<file path="config.mk">
export PLATFORM = sky130hd
export DESIGN_NAME = pipe_hazard_ctrl
export DESIGN_NICKNAME = d
export VERILOG_FILES = /design/src/rtl/pipe_hazard_ctrl.sv
export SDC_FILE = /design/constraint.sdc
export NUM_CORES = 1
export LEC_CHECK = 0
export ABC_AREA = 1
export CAP_MARGIN = 20
export CORE_MARGIN = 5
export CORE_UTILIZATION = 33
export DETAILED_ROUTE_END_ITERATION = 6
export PLACE_DENSITY = 0.69
export SLEW_MARGIN = 20
export SYNTH_ARGS = -nofsm -noshare
export SYNTH_HDL_FRONTEND = slang
export SYNTH_SLANG_ARGS = --single-unit
</file>
<file path="constraint.sdc">
create_clock -name clk -period 1.6 [get_ports clk]
set_input_delay 0.32 -clock clk [delete_from_list [all_inputs] [get_ports clk]]
set_output_delay 0.32 -clock clk [all_outputs]
set_load 0.005 [all_outputs]
</file>
<file path="src/rtl/pipe_hazard_ctrl.sv">
// pipe_hazard_ctrl
// Central hazard/flow controller for the 5-stage core (IF, ID, EX, MEM, WB).
// Produces load-enable, hold and clear controls for the four inter-stage
// register slices and the PC hold/redirect select. It tracks multi-cycle MDU
// occupancy of EX and stale-fetch drops, and counts PC-stall cycles.
//
// Ports:
//   clk, rst                      clock, synchronous active-high reset
//   id_rs1/id_rs2, *_used         ID source registers and their use flags
//   ex_is_load, ex_rd             EX load flag and destination register
//   ex_mdu_start                  one-cycle pulse: new mul/div entered EX
//   ex_redirect                   EX branch/jump mispredict
//   if_busy, mem_busy             fetch / LSU not ready this cycle
//   wb_trap                       WB raises exception or mret
//   pc_stall, pc_sel              PC hold; PC source (0 seq, 1 branch, 2 trap)
//   {ifid,idex,exmem,memwb}_en/_stall/_flush   slice controls
//   mdu_busy                      MDU occupancy counter nonzero
//   stall_cnt                     count of non-reset cycles with pc_stall=1
module pipe_hazard_ctrl #(
    parameter int MDU_LAT = 32,
    parameter int CNT_W   = 6,
    parameter int REG_AW  = 5
) (
    input  logic              clk,
    input  logic              rst,
    input  logic [REG_AW-1:0] id_rs1,
    input  logic [REG_AW-1:0] id_rs2,
    input  logic              id_rs1_used,
    input  logic              id_rs2_used,
    input  logic              ex_is_load,
    input  logic [REG_AW-1:0] ex_rd,
    input  logic              ex_mdu_start,
    input  logic              ex_redirect,
    input  logic              if_busy,
    input  logic              mem_busy,
    input  logic              wb_trap,
    output logic              pc_stall,
    output logic [1:0]        pc_sel,
    output logic              ifid_en,
    output logic              idex_en,
    output logic              exmem_en,
    output logic              memwb_en,
    output logic              ifid_stall,
    output logic              idex_stall,
    output logic              exmem_stall,
    output logic              memwb_stall,
    output logic              ifid_flush,
    output logic              idex_flush,
    output logic              exmem_flush,
    output logic              memwb_flush,
    output logic              mdu_busy,
    output logic [31:0]       stall_cnt
);

    typedef enum logic {
        IDLE = 1'b0,
        DROP = 1'b1
    } state_t;

    localparam logic [CNT_W-1:0] MDU_RELOAD = CNT_W'(MDU_LAT - 1);
    localparam bit               MDU_MULTI  = (MDU_LAT > 1);

    state_t           state;
    logic [CNT_W-1:0] mdu_cnt;

    logic       load_use;
    logic       mdu_start_ok;
    logic       mdu_hold;
    logic       sel_mem;
    logic       sel_mdu;
    logic       sel_redir;
    logic       sel_lu;
    logic       sel_ifb;
    logic       drop_done;
    logic [3:0] en_v;     // [3] IF/ID, [2] ID/EX, [1] EX/MEM, [0] MEM/WB
    logic [3:0] stall_v;
    logic [3:0] flush_v;

    assign load_use = ex_is_load && (ex_rd != '0) &&
                      ((id_rs1_used && (id_rs1 == ex_rd)) ||
                       (id_rs2_used && (id_rs2 == ex_rd)));

    // A start is only accepted when the MDU is idle; with a one-cycle MDU the
    // start cycle is also the final cycle, so nothing is held.
    assign mdu_start_ok = ex_mdu_start && (mdu_cnt == '0);
    assign mdu_hold     = (mdu_start_ok && MDU_MULTI) || (mdu_cnt > CNT_W'(1));

    // One-hot priority decode below the trap.
    assign sel_mem   = !wb_trap && mem_busy;
    assign sel_mdu   = !wb_trap && !mem_busy && mdu_hold;
    assign sel_redir = !wb_trap && !mem_busy && !mdu_hold && ex_redirect;
    assign sel_lu    = !wb_trap && !mem_busy && !mdu_hold && !ex_redirect && load_use;
    assign sel_ifb   = !wb_trap && !mem_busy && !mdu_hold && !ex_redirect && !load_use && if_busy;

    // The stale response arrives when fetch stops being busy in DROP.
    assign drop_done = (state == DROP) && !if_busy;

    always_comb begin
        en_v     = 4'b0000;
        stall_v  = 4'b0000;
        flush_v  = 4'b0000;
        pc_stall = 1'b0;
        pc_sel   = 2'd0;
        if (rst) begin
            flush_v  = 4'b1111;
            pc_stall = 1'b1;
        end else begin
            en_v = 4'b1111;
            if (wb_trap) begin
                flush_v = 4'b1111;
                pc_sel  = 2'd2;
            end else if (sel_mem) begin
                stall_v  = 4'b1110;
                flush_v  = 4'b0001;
                pc_stall = 1'b1;
            end else if (sel_mdu) begin
                stall_v  = 4'b1100;
                flush_v  = 4'b0010;
                pc_stall = 1'b1;
            end else if (sel_redir) begin
                flush_v = 4'b1100;
                pc_sel  = 2'd1;
            end else if (sel_lu) begin
                stall_v  = 4'b1000;
                flush_v  = 4'b0100;
                pc_stall = 1'b1;
            end else if (sel_ifb) begin
                flush_v  = 4'b1000;
                pc_stall = 1'b1;
            end
            // Discarding the stale fetch is never delayed; a hold on IF/ID
            // yields to the clear.
            if (drop_done) begin
                flush_v[3] = 1'b1;
                stall_v[3] = 1'b0;
            end
        end
    end

    assign {ifid_en, idex_en, exmem_en, memwb_en}             = en_v;
    assign {ifid_stall, idex_stall, exmem_stall, memwb_stall} = stall_v;
    assign {ifid_flush, idex_flush, exmem_flush, memwb_flush} = flush_v;
    assign mdu_busy = (mdu_cnt != '0);

    always_ff @(posedge clk) begin
        if (rst) begin
            state     <= IDLE;
            mdu_cnt   <= '0;
            stall_cnt <= 32'd0;
        end else begin
            if (pc_stall) begin
                stall_cnt <= stall_cnt + 32'd1;
            end

            // The counter runs down regardless of memory back-pressure.
            if (wb_trap) begin
                mdu_cnt <= '0;
            end else if (mdu_start_ok) begin
                mdu_cnt <= MDU_RELOAD;
            end else if (mdu_cnt != '0) begin
                mdu_cnt <= mdu_cnt - CNT_W'(1);
            end

            // A redirect or trap while a fetch is outstanding leaves a stale
            // response in flight that must be discarded when it lands.
            if ((wb_trap || sel_redir) && if_busy) begin
                state <= DROP;
            end else if (drop_done) begin
                state <= IDLE;
            end
        end
    end

endmodule

</file>
==> results of run 1 <==
-- final timing paths --
path / start / to / slack, ns
min reg2reg: stall_cnt[31] / stall_cnt[31] / 0.52
max: mdu_cnt[0] / ifid_stall / -0.44
min: rst / state / 0.49
max reg2reg: mdu_cnt[0] / stall_cnt[15] / -0.40
-- cell type report --
class                   instances  area (um2)
fillers                       683        3350
multi-input cells             332        1920
repair buffers                168        1700
flip-flops and latches         39         825
inverters                      46         184
well taps                     105         131
clock buffers                   5        68.8
clock inverters                 2        37.5
-- where the power goes --
group	leakage, nW	internal, mW	switching [mW]	total, mW
combinational	1.96	0.622	0.557	1.18
sequential	0.331	1.00	0.0323	1.04
clock	0.0502	0.456	0.380	0.836
total	2.34	2.08	0.969	3.05
-- stage by stage --
stage,worst slack (ns),total power [mW]
6_report,-0.439,3.05
5_1_grt,-0.545,3.19
4_1_cts,-0.470,2.89
3_5_place_dp,-0.813,1.84
3_3_place_gp,-0.771,1.83
2_1_floorplan,-0.0154,1.48
-- state kept, by name (all words and copies together) (netlist names) --
signal / flops
mdu_cnt: 6
stall_cnt: 32
state: 1
-- kinds of logic after synthesis --
kind of cell	share of synthesized area [%]
xor+xnor	10.4
simple gates	40.8
buf+inv	10.6
other cells	0.135
flops	28.0
compound gates	8.22
fa+ha+maj	1.80
-- repair_timing --
item / 4_1_cts / 5_1_grt
endpoints found under the setup margin: 70 / 62
resized for setup: 143 / 55
pin swaps: 45 / 20
setup buffers: 23 / 12
cloned: 5 / 2
-- cells in the final DEF (no fill, tap or decap), types with 6 or more instances in the layout --
cell	Yosys	final
inv_1	46	38
buf_12	0	8
dlygate4sd2_1	0	17
buf_4	4	74
a21oi_1	35	30
dfxtp_2	0	29
clkdlybuf4s50_1	0	23
buf_6	3	9
xnor2_1	10	10
buf_2	9	6
dfxtp_1	39	8
nor2_4	3	9
xor2_1	23	23
nand2_1	120	107
nand3_1	11	9
nor2_1	52	44
nand4_1	35	35
dlymetal6s2s_1	0	19
nand2_2	1	11
nor3_1	19	19
-- routing by layer --
layer / up-vias / track usage, % / share of wire, %
met2: 161 / 36.4 / 51
met3: 37 / 3.69 / 7.0
met5: - / 0 / 0
met1: 1628 / 24.0 / 39
li1: 1725 / - / -
met4: 0 / 6.96 / 2.9
-- critical path, delay by kind of cell (launching register included) --
family	cells	cell delay (ns)
buf+inv	4	0.42
simple gates	4	0.32
compound gates	1	0.13
fa+ha+maj	1	0.16
flops	1	0.39
==> metrics.csv, run 1 <==
metric;value;unit
status;finished with violations;
failing checks;setup timing;
vias in the first global route;3474;
most used cell, CP;nor2_4;
R2R cell count;14;
routed len/inst;15.6;um
die height;102;um
Slowest-stage cell, CP;dfxtp_4;
top_reg_cell synth;dfxtp_1;
Max FO, Critical Path;5;
Core Util, Final;59.2;%
minimum clock period after layout;2.04;ns
DP Area;4020;um2
Ys Warns;0;
clock root buffer;clkbuf_8;
1st-iter DRT viols;298;
Synth Area per Inst;6.37;um2
async set or reset register ratio after synthesis;0;%
worst path cell trace;inv_6 > ha_4 > nor2_4 > nor2_4 > buf_4 > buf_6 > nand3_4 > nand2_4 > a21boi_2 > buf_2;
die area;10400;um2
number of synthesized flops with an enable pin;0;
aggregate global routing overflow;0;
count of different cell masters after synthesis;26;
Ant. Diodes;0;
endpoint type of the worst setup path;primary output;
Post-Syn Area;2790;um2
Leak;2.34;nW
Hold WC Path Type;in -> reg;
P&R area growth vs syn;74.7;%
fin area;4870;um2
Min Hold Slack;0.487;ns
antenna violations before repair;0;
Post-Synthesis Cells;437;
RD Place Congestion;0.934;
pwr dens;627;nW/um2
# rows;33;
Fmax;490;MHz
Seq/Total Area, Yosys;28.0;%
type of origin of the critical path;register;
share of layout cells above drive strength 1;33.4;%
Worst-path clk slew;0.08;ns
clock buffer depth;2;
crit path kind;reg -> out;
Final ANT Viol Nets;0;
Num CTS Buffers;5;
top area cells in the synthesized netlist;dfxtp_1, nand2_1, nand4_1;
largest net degree at the start of global routing;32;
final WL;10900;um
CTS Sinks;39;
Core Area;8220;um2
Max Clock Skew;0.0205;ns
most common cell in the netlist;nand2_1;
Die X;102;um
most frequent cells after synthesis;nand2_1, nor2_1, inv_1;
Worst Hold Depth;3;
routed via count;3551;
Slowest Stage Delay on Critical Path;0.39;ns
fin cells;697;
Peak VDD IR;0.000568;V
global-route usage over all layers;20.2;%
Layout Nets;621;
Max Slew Vio Count;0;
area leader, netlist;dfxtp_1;
final worst setup slack;-0.439;ns
placed cells;656;
Max-Cap Viols;0;
Yosys reg bits;39;
setup TNS;-13.73;ns
io pins;73;
Worst Path Arrival;1.72;ns
endpoints failing setup;39;
post-cts hold buffer count;0;
period utilization;127;%
Detailed Place HPWL;6860;um
CTS HTree Levels;2;
top cell type's share of synthesized area;28.0;%
I/O Buffers;71;
Post-route DRC;0;
final hold vios;0;
initial core utilization;33.9;%
via/cell ratio;5.09;
first-pass GRT wire length;16700;um
DR pass1 iterations;5;
Net Count, Synth;466;
RSZ-0062 raised after global routing;yes;
worst path required time;1.28;ns
CTS tree;yes;
Clock Latency Late Sink;0.31;ns
(Power assumes the default switching activity.)
==> run 2: changes to the inputs <==
--- a/config.mk
+++ b/config.mk
@@ -10,7 +10,6 @@
 export CORE_MARGIN = 5
 export CORE_UTILIZATION = 33
 export DETAILED_ROUTE_END_ITERATION = 6
-export PLACE_DENSITY = 0.69
 export SLEW_MARGIN = 20
 export SYNTH_ARGS = -nofsm -noshare
 export SYNTH_HDL_FRONTEND = slang
==> metrics.csv, run 2 (same netlist as run 1, synthesis figures left out) <==
metric;value;unit;change
share of layout cells above drive strength 1;31.6;%;-1.9 points
top flop regs;stall_cnt (32), mdu_cnt (6), state (1);;
post-cts hold buffer count;0;;unchanged
CTS Sinks;39;;unchanged
I/O Buffers;71;;unchanged
Post-route DRC;0;;unchanged
Layout Nets;620;;-0.16%
1st-iter DRT viols;185;;-38%
Max FO, Critical Path;4;;-1
pwr dens;618;nW/um2;-1.4%
Core Util, Final;57.7;%;-1.6 points
critical path startpoint;mdu_cnt[1];;
first-pass GRT wire length;15700;um;-6.3%
Worst Path Arrival;1.77;ns;+0.05 ns
period utilization;131;%;+3.1 points
routed len/inst;15.1;um;-3.5%
P&R area growth vs syn;70.1;%;
routed via count;3490;;-1.7%
antenna violations before repair;0;;unchanged
Die X;102;um;unchanged
vias in the first global route;3322;;-4.4%
commonest non-fill, non-tap cell in the layout;nand2_1;;
most frequent cells in the layout;nand2_1, buf_4, nor2_1;;
Max-Cap Viols;0;;unchanged
type of origin of the critical path;register;;
status;finished with violations;;
# rows;33;;unchanged
via/cell ratio;5.01;;-1.7%
global-route usage over all layers;18.9;%;-1.2 points
Hold Startpoint;rst;;
crit path kind;reg -> out;;
RD Place Congestion;0.947;;+1.4%
Leak;2.25;nW;-3.9%
DR pass1 iterations;4;;-1
CTS HTree Levels;2;;unchanged
initial core utilization;33.9;%;unchanged
Clock Latency Late Sink;0.30;ns;about the same
endpoint type of the worst setup path;primary output;;
Detailed Place HPWL;7020;um;+2.3%
Biggest register;stall_cnt;;
max FFs per register;32;;unchanged
die area;10400;um2;unchanged
final WL;10500;um;-3.5%
failing checks;setup timing;;
io pins;73;;unchanged
Worst-path clk slew;0.08;ns;about the same
clock root buffer;clkbuf_8;;
Peak VDD IR;0.000539;V;-5.2%
Core Area;8220;um2;unchanged
# fillers;786;;+15%
CTS tree;yes;;
RSZ-0062 raised after global routing;yes;;
final hold vios;0;;unchanged
final worst setup slack;-0.490;ns;-0.0504 ns
largest net degree at the start of global routing;32;;unchanged
Max Slew Vio Count;0;;unchanged
Hold WC Path Type;in -> reg;;
endpoints failing setup;42;;+7.7%
Max Clock Skew;0.0110;ns;-0.00944 ns
Final ANT Viol Nets;0;;unchanged
clock buffer depth;2;;unchanged
Min Hold Slack;0.424;ns;-0.0626 ns
aggregate global routing overflow;0;;unchanged
Ant. Diodes;0;;unchanged
r2r startpoint;mdu_cnt[1];;
Num CTS Buffers;5;;unchanged
Fmax;479;MHz;-2.4%
die height;102;um;unchanged
setup TNS;-13.83;ns;-0.0923 ns
worst path required time;1.28;ns;about the same
minimum clock period after layout;2.09;ns;+0.0504 ns
-- run 2: cell types whose count changed in the layout (fill, tap and decap cells not counted), moves of 3 or more --
cell	before	now
clkdlybuf4s50_1	23	37
buf_6	9	14
nand2_2	11	3
clkdlybuf4s15_1	3	0
dlygate4sd2_1	17	8
buf_12	8	3
dfxtp_4	2	5
nand2_1	107	117
buf_16	5	0
dlymetal6s2s_1	19	16
-- run 2: layout make-up --
| type | instances | area (um2) | share of cell area (%) |
|---|---|---|---|
| Timing Repair Buffer | 167 | 1620 | 34.2 |
| Tap cell | 105 | 131 | 2.77 |
| Inverter | 46 | 186 | 3.94 |
| Sequential cell | 39 | 835 | 17.6 |
| Clock buffer | 5 | 68.8 | 1.45 |
| Multi-Input combinational cell | 332 | 1850 | 39.1 |
| Clock inverter | 3 | 43.8 | 0.924 |
-- run 2: repair_timing --
| item | CTS | global route |
|---|---|---|
| gates resized for setup | 103 | 58 |
| cloned | 1 | 5 |
| endpoints found under the setup margin | 70 | 68 |
| buffers inserted | 19 | 7 |
| pin swaps | 15 | 31 |
-- run 2: per-stage QoR --
stage	instance area (um2)	setup slack (ns)	std cells	power (mW)
global placement	4040	-0.782	659	1.85
global route	4740	-0.575	697	3.08
floorplan	2830	-0.0154	437	1.48
finish	4740	-0.490	697	2.93
CTS	4410	-0.454	685	2.82
detailed placement	4040	-0.811	659	1.86
-- run 2: final timing paths --
kind	to	slack [ns]	cells after the start
worst max-delay path	pc_stall	-0.49	10
worst min-delay path	stall_cnt[17]	0.42	3
worst max register to register	stall_cnt[0]	-0.40	14
worst min register to register	mdu_cnt[1]	0.51	2
-- run 2: critical path, stage by stage (launching register included) --
cell and delay, ns:
dfxtp_2 0.36, clkinv_4 0.09, ha_4 0.18, nor2_4 0.12, nor2_4 0.05, nand4_1 0.11
nor2_2 0.06, buf_4 0.14, nor2_4 0.11, nand3_4 0.11, buf_6 0.13
-- run 2: metal layers --
| metal | part of all wire (%) | vias up | track usage, % |
|---|---|---|---|
| li1 | - | 1732 | - |
| met1 | 42 | 1614 | 23.4 |
| met2 | 50 | 119 | 34.1 |
| met3 | 6.5 | 25 | 2.39 |
| met4 | 2.2 | 0 | 6.26 |
| met5 | 0 | - | 0 |
-- run 2: power by group --
part | internal [mW] | switching, mW | total (mW)
combinational | 0.540 | 0.498 | 1.04
sequential | 1.00 | 0.0343 | 1.04
clock | 0.465 | 0.391 | 0.856
total | 2.01 | 0.922 | 2.93
==> run 3: changes to the inputs <==
--- a/config.mk
+++ b/config.mk
@@ -9,6 +9,7 @@
 export CAP_MARGIN = 20
 export CORE_MARGIN = 5
 export CORE_UTILIZATION = 33
+export CTS_BUF_LIST = sky130_fd_sc_hd__clkbuf_8 sky130_fd_sc_hd__clkbuf_16
 export DETAILED_ROUTE_END_ITERATION = 6
 export SLEW_MARGIN = 20
 export SYNTH_ARGS = -nofsm -noshare
==> results of run 3 <==
Final layout, timing and power as in run 2 (identical DEF).
